$ cat config.mk
export PLATFORM = sky130hd
export DESIGN_NAME = keypad_encoder
export DESIGN_NICKNAME = d
export VERILOG_FILES = /design/src/rtl/keypad_encoder.sv
export SDC_FILE = /design/constraint.sdc
export NUM_CORES = 1
export LEC_CHECK = 0
export CORE_MARGIN = 2
export CORE_UTILIZATION = 50
export CTS_BUF_LIST = sky130_fd_sc_hd__clkbuf_4
export DETAILED_ROUTE_END_ITERATION = 10
export DONT_BUFFER_PORTS = 1
export PLACE_DENSITY_LB_ADDON = 0.12
export SETUP_SLACK_MARGIN = 0.2
export SYNTH_ARGS = -nofsm -noshare
export SYNTH_HDL_FRONTEND = slang
export SYNTH_SLANG_ARGS = --single-unit
$ cat constraint.sdc
create_clock -name clk -period 3.5 [get_ports clk]
set_input_delay 0.875 -clock clk [delete_from_list [all_inputs] [get_ports clk]]
set_output_delay 0.875 -clock clk [all_outputs]
set_load 0.02 [all_outputs]
$ cat src/rtl/keypad_encoder.sv
// Scans a 4x3 active-low membrane keypad, debounces it and emits one key code per press.
// Optional build macro KEYPAD_REPEAT_EN adds auto-repeat strobes while a key stays held.
module keypad_encoder #(
  parameter int unsigned SCAN_DIV       = 1000,
  parameter int unsigned DEBOUNCE_SCANS = 8,
  parameter int unsigned REPEAT_SCANS   = 200
) (
  input  logic       clk,
  input  logic       rst_n,
  input  logic [3:0] row_i,
  output logic [2:0] col_o,
  output logic [3:0] key_code,
  output logic       key_valid,
  output logic       key_held
);

  if (SCAN_DIV < 4 || SCAN_DIV > 65535 || DEBOUNCE_SCANS < 1 || DEBOUNCE_SCANS > 255 ||
      REPEAT_SCANS < 1 || REPEAT_SCANS > 65535) begin : g_param_check
    $error("keypad_encoder: parameter out of legal range");
  end

  typedef enum logic [1:0] {SCAN, DEBOUNCE, ACCEPT, HOLD} state_e;

  localparam logic [15:0] TICK_LAST = 16'(SCAN_DIV - 1);
  localparam logic [7:0]  DEB_DONE  = 8'(DEBOUNCE_SCANS);

  state_e      state_q, state_d;
  logic [3:0]  row_s1_q, row_s2_q;
  logic [15:0] tick_cnt_q, tick_cnt_d;
  logic [1:0]  col_q, col_d;
  logic [1:0]  row_idx_q, row_idx_d;
  logic [7:0]  cnt_q, cnt_d;
  logic [3:0]  code_q, code_d;
  logic        valid_q, valid_d;
  logic        held_q, held_d;
  logic        tick, single, go_accept;
  logic [1:0]  idx, col_nxt;
  logic [7:0]  cnt_inc;
`ifdef KEYPAD_REPEAT_EN
  localparam logic [15:0] REP_DONE = 16'(REPEAT_SCANS);
  logic [15:0] rep_cnt_q, rep_cnt_d;
`endif

  function automatic logic [3:0] map_code(input logic [1:0] row, input logic [1:0] col);
    logic [3:0] code;
    code = 4'(row) * 4'd3 + 4'(col) + 4'd1;
    if (row == 2'd3) begin
      case (col)
        2'd0:    code = 4'b1010;
        2'd1:    code = 4'h0;
        default: code = 4'b1011;
      endcase
    end
    return code;
  endfunction

  assign tick    = (tick_cnt_q == TICK_LAST);
  assign col_nxt = (col_q == 2'd2) ? 2'd0 : col_q + 2'd1;
  assign cnt_inc = cnt_q + 8'd1;

  always_comb begin
    single = 1'b1;
    idx    = '0;
    case (row_s2_q)
      4'b1110: idx = 2'd0;
      4'b1101: idx = 2'd1;
      4'b1011: idx = 2'd2;
      4'b0111: idx = 2'd3;
      default: single = 1'b0;
    endcase
  end

  always_comb begin
    col_o = 3'b110;
    case (col_q)
      2'd1:    col_o = 3'b101;
      2'd2:    col_o = 3'b011;
      default: col_o = 3'b110;
    endcase
  end

  always_comb begin
    state_d    = state_q;
    tick_cnt_d = tick ? '0 : tick_cnt_q + 16'd1;
    col_d      = col_q;
    row_idx_d  = row_idx_q;
    cnt_d      = cnt_q;
    code_d     = code_q;
    valid_d    = 1'b0;
    held_d     = held_q;
    go_accept  = 1'b0;
`ifdef KEYPAD_REPEAT_EN
    rep_cnt_d  = '0;
`endif
    case (state_q)
      SCAN: if (tick) begin
        if (single) begin
          row_idx_d = idx;
          cnt_d     = 8'd1;
          if (DEB_DONE == 8'd1) go_accept = 1'b1;
          else                  state_d   = DEBOUNCE;
        end else begin
          col_d = col_nxt;
        end
      end
      DEBOUNCE: if (tick) begin
        if (single && idx == row_idx_q) begin
          cnt_d = cnt_inc;
          if (cnt_inc == DEB_DONE) go_accept = 1'b1;
        end else begin
          cnt_d   = '0;
          col_d   = col_nxt;
          state_d = SCAN;
        end
      end
      ACCEPT: begin
        cnt_d   = '0;
        state_d = HOLD;
      end
      default: begin
`ifdef KEYPAD_REPEAT_EN
        rep_cnt_d = rep_cnt_q;
        if (tick) begin
          if (single && idx == row_idx_q) begin
            rep_cnt_d = rep_cnt_q + 16'd1;
            if (rep_cnt_q + 16'd1 == REP_DONE) begin
              rep_cnt_d = '0;
              valid_d   = 1'b1;
            end
          end else begin
            rep_cnt_d = '0;
          end
        end
`endif
        if (tick) begin
          if (row_s2_q == 4'hF) begin
            cnt_d = cnt_inc;
            if (cnt_inc == DEB_DONE) begin
              cnt_d   = '0;
              held_d  = 1'b0;
              col_d   = col_nxt;
              state_d = SCAN;
            end
          end else begin
            cnt_d = '0;
          end
        end
      end
    endcase
    // Strobe and code are registered on entry so both are visible during ACCEPT.
    if (go_accept) begin
      state_d = ACCEPT;
      code_d  = map_code(idx, col_q);
      valid_d = 1'b1;
      held_d  = 1'b1;
    end
  end

  always_ff @(posedge clk or negedge rst_n) begin
    if (!rst_n) begin
      state_q    <= SCAN;
      row_s1_q   <= '1;
      row_s2_q   <= '1;
      tick_cnt_q <= '0;
      col_q      <= '0;
      row_idx_q  <= '0;
      cnt_q      <= '0;
      code_q     <= '0;
      valid_q    <= 1'b0;
      held_q     <= 1'b0;
    end else begin
      state_q    <= state_d;
      row_s1_q   <= row_i;
      row_s2_q   <= row_s1_q;
      tick_cnt_q <= tick_cnt_d;
      col_q      <= col_d;
      row_idx_q  <= row_idx_d;
      cnt_q      <= cnt_d;
      code_q     <= code_d;
      valid_q    <= valid_d;
      held_q     <= held_d;
    end
  end

`ifdef KEYPAD_REPEAT_EN
  always_ff @(posedge clk or negedge rst_n) begin
    if (!rst_n) rep_cnt_q <= '0;
    else        rep_cnt_q <= rep_cnt_d;
  end
`endif

  assign key_code  = code_q;
  assign key_valid = valid_q;
  assign key_held  = held_q;

endmodule

Word level (Yosys, flattened, before mapping)
Cells that the tools add are included.
{"block": "totals", "reg_bits": 44, "inputBits": 6, "out_inout_bits": 9, "word_cells": 101}
{"block": "classes", "n_addsub": 5, "multipliers": 1, "n_eq_ne": 23, "n_mux": 42, "bitwise": 1, "reduce_logical": 19}
{"cell": "$mux 8", "n": 7}
{"cell": "$mux 2", "n": 16}
{"cell": "$pmux 8 s3", "n": 1}
{"cell": "$pmux 2 s3", "n": 3}
{"cell": "$add 16x1->16 const B", "n": 1}
{"cell": "$eq 16x10->1 const B", "n": 1}
{"cell": "$eq 4x4->1 const B", "n": 4}
{"cell": "$mux 16", "n": 1}
{"cell": "$ne 3x3->1 const B", "n": 4}
{"cell": "$mux 1", "n": 11}
{"cell": "$ne 2x2->1 const B", "n": 5}
{"cell": "$reduce_bool 5->1", "n": 2}
{"cell": "$reduce_bool 3->1", "n": 3}
{"cell": "$add 8x1->8 const B", "n": 1}
{"cell": "$eq 8x4->1 const B", "n": 1}
{"cell": "$pmux 4 s2", "n": 1}
{"cell": "$reduce_and 4->1", "n": 2}
{"cell": "$reduce_bool 2->1", "n": 4}
{"cell": "$reduce_and 7->1", "n": 1}
{"cell": "$eq 2x2->1 const B", "n": 3}
{"cell": "$pmux 3 s2", "n": 1}
{"cell": "$reduce_and 6->1", "n": 1}
{"cell": "$add 4x1->4 const B", "n": 1}
{"cell": "$add 4x2->4", "n": 1}
{"cell": "13 further kinds", "n": 15}

Longest topological paths before layout
{"block": "logic_depth", "word_depth": 9, "depth_mapped": 11, "mapped_depth_nobuf": 9}

Worst setup path before layout
Ideal clock, no wire load.
{"block": "synth_path", "kind": "reg2reg", "start": "reg row_s2_q[2]", "end": "reg code_q[3] (netlist: key_code[3])", "setup_ns": 0.125, "arrival_time_ns": 2.433, "path_slack_ns": 0.943, "stages_incl_launch_ff": 11, "n_path_buf": 1, "synth_period_minus_slack_ns": 2.557, "cell_sequence": "dfstp_2 -> xnor2_1 -> or2_0 -> clkbuf_1 -> inv_1 -> fa_1 -> ha_1 -> a21o_1 -> a21oi_1 -> o21ai_0 -> mux2_2"}
{"block": "synth_via", "elab_chain_cells": 7}
{"element": "start, declared", "line_no": "28", "source": "logic [3:0] row_s1_q, row_s2_q;"}
{"element": "start signal, assigned", "line_no": "174", "source": "row_s2_q <= row_s1_q;"}
{"element": "$eq 4x3->1 / $eq 4x4->1 (equally long branches)", "line_no": "64", "source": "case (row_s2_q)"}
{"element": "$pmux 2 s3 *", "line_no": "64"}
{"element": "named net idx[1]", "line_no": "37", "source": "logic [1:0] idx, col_nxt;"}
{"element": "branches (longest 5 deep; another with $mul 2x2->4)"}
{"element": "end signal, assigned", "line_no": "179", "source": "code_q <= code_d;"}
{"element": "end, declared", "line_no": "33", "source": "logic [3:0] code_q, code_d;"}
Mark *: on every way through the listed nets, which the timed path passes.
A chain may end at the register's enable or synchronous reset.

Final worst setup path
Ends and elaborated chain as after synthesis.

==> out/metrics.yaml <==
rows: 25
design.core.area_um2: 4661
yosysMostFrequentCell: "dfrtp_1"
status: "complete, no violations"
hold_viol_final: 0
drive_above_1_share_pct: 11.54
grt_max_degree: 45
p_leak_nw: 1.115
post_synth.cell_area_avg_um2: 10.28
synthToLayoutAreaGrowth_pct: 4.125
drt_pass1_iterations: 4
power_mw: 0.7955
switchingPower_mw: 0.1841
overflow: 0
cp_slowest_cell: "dfstp_2"
yosysSeqAreaShare_pct: 46.37
antenna_found_initial: 0
synth_area_leader_cell: "dfrtp_1"
die_w_um: 73.23
fmax_ghz: 0.3695
netlist_top_cells_area: "dfrtp_1, dfstp_2, ha_1"
crit_path_cell_trace: "xnor2_1 -> or2_0 -> inv_1 -> fa_1 -> ha_1 -> a21o_1 -> a21oi_1 -> o21ai_0 -> mux2_2"
gr-usage-met3_pct: 4.558
netlist_area_um2: 2396
gp_congestion: 0.7356
worstMarginPinSlew_ns: 0.6662
p_seq_share_pct: 65.5
ioPinCount: 15
portBuffers: 0
required_ns: 3.76
grt_pass1_vias: 1505
postRouteWirelength_um: 4087
antenna_cells: 0
grt.busiest_layer: "met2"
vdd_ir_drop_max_v: 0.0001892
sw_frac_of_total_pct: 23.14
ctsHoldBuffers: 0
finalMaxSlewViolations: 0
rsz0062_at_grt: "false"
setup_violations: 0
synth-edff-count: 0
cts_tree: "yes"
cts_buffers: 5
synthFlopType: "dfrtp_1"
drc: 0
ys_types: 47
path_class: "reg2reg"
synth_top_area_share_pct: 37.60
die_area_um2: 5362
htree_levels: 2
max_stage_delay_ns: 0.59
fin_crit_sh_pct: 77.32
synthArstFlopShare_pct: 100.0
worstPathArrival_ns: 2.97
p_clk_share_pct: 31.9
synth_warnings: 0
maxCapViolCount: 0
synth-seq-cells: 44
cts_root_buf: "clkbuf_4"
fin_nets: 256
slew_headroom_pct: 55.59
synthCells: 233
clk_latency_ns: 0.36
drt_iter0_drc: 51
grt_pass1_wl_um: 7189
p_comb_share_pct: 2.7
grt_util_met1_pct: 24.14
p_per_area_nw_per_um2: 318.9
cp-end-kind: "flip-flop"
hold_path_class: "in2async"
p_int_mw: 0.6114
placed_cell_area_um2: 2437
cts.sink_count: 44
drt-vias-per-instance: 5.632
fin_area_um2: 2495
cts_setup_buffers: 0
clockBufferDepth: 2
track_usage_pct: 17.48
wl_per_cell_um: 14.19
cp-start-kind: "flip-flop"
start_util_pct: 51.41
die_h_um: 73.23
period_needed_ns: 2.706
worstPathMaxFanout: 6
finClkSkew_ns: 0.01311
drtAntennaViolNets: 0
cts_resized: 0
num_vias: 1622
synth_nets: 256
fin_setup_tns_ns: 0
dpl.hpwl_um: 2935
synth_common_cells: "dfrtp_1, nand2_1, ha_1, nor2_1, nand3_1"
grtUsageMet2_pct: 26.83
clk_pin_slew_ns: 0.14
==> final timing paths <==
path | from | end | slack [ns] | cells after the start
setup / recovery | row_s2_q[2] | key_code[3] | 0.79 | 9
setup reg to reg | row_s2_q[2] | key_code[3] | 0.79 | 9
min in group clk | row_s1_q[0] | row_s2_q[0] | 0.36 | 0
max in group asynchronous | rst_n | row_s1_q[1] | 3.12 | 0
hold reg to reg | row_s1_q[0] | row_s2_q[0] | 0.36 | 0
hold / removal | rst_n | tick_cnt_q[11] | 0.18 | 0
==> stage by stage <==
step	util (%)	setup WS [ns]	hold WS, ns	std cells
6_report	53.53	0.7939	0.1844	288
5_1_grt	53.53	0.6143	0.1475	288
4_1_cts	53.53	0.7919	0.1668	288
3_5_place_dp	52.30	0.7895	0.3478	280
3_3_place_gp	52.30	0.8623	0.3501	280
2_1_floorplan	-	0.9427	0.3452	233
==> sequential cells by signal, indices dropped and copies added (netlist names) <==
register and flops:
cnt_q 8, row_s1_q 4, state_q 2, key_code 4, col_q 2, row_idx_q 2, row_s2_q 4, tick_cnt_q 16
key_held 1, key_valid 1
==> routing by layer <==
metal  up-vias  part of all wire, %
li1        816                    -
met1       781                   50
met2        18                   46
met3         7                  2.9
met4         0                  1.5
met5         -                    0
==> power by group through the flow <==
stage | combinational [mW] | sequential (mW) | clock [mW]
6_report | 0.0211 | 0.521 | 0.253
5_1_grt | 0.0249 | 0.522 | 0.287
4_1_cts | 0.0216 | 0.521 | 0.266
3_5_place_dp | 0.0215 | 0.530 | 0
3_3_place_gp | 0.0208 | 0.530 | 0
2_1_floorplan | 0.0180 | 0.529 | 0
==> placed cells by master (no fill, tap or decap), types with 3 or more instances in the layout <==
cell,synthesis,final
nand3_1,13,13
and3_1,5,5
xnor2_1,10,10
mux2_2,7,7
dfstp_2,8,8
a21oi_1,4,4
dfrtp_1,36,36
nor2_1,15,15
inv_1,12,12
nor3_1,5,5
clkbuf_4,0,6
o21ai_0,9,9
a21boi_0,4,4
ha_1,15,15
xor2_1,8,8
nand4_1,5,5
and2_1,3,3
nand2_1,27,27
and4_1,4,4
==> logic make-up (layout without fill, tap and decap cells) <==
family / after synthesis / count (layout) / synth area share (%)
AO/OA/AOI/OAI: 38 / 38 / 12.01
XOR/XNOR: 18 / 18 / 6.580
adder cells (fa/ha/maj): 17 / 17 / 9.504
buffers and inverters: 19 / 20 / 2.977
flip-flops: 44 / 44 / 46.37
multiplexers: 8 / 8 / 3.708
AND/OR/NAND/NOR: 89 / 89 / 18.85
==> critical path: cells and delay by family, from the launching register on <==
kind	cells	cell delay, ns
buffers and inverters	1	0.14
adders and majority gates	2	0.79
DFF	1	0.59
xor gates and xnor gates	1	0.17
and+or+nand+nor	1	0.30
AOI/OAI and AO/OA	3	0.35
muxes	1	0.26
==> cell type report <==
cell class,count,area [um2]
fillers,430,2166
clock inverters,2,12.51
multi-input cells,170,1214
inverters,12,45.04
clock buffers,6,45.04
well taps,54,67.56
flip-flops and latches,44,1111
(Power assumes the default switching activity.)
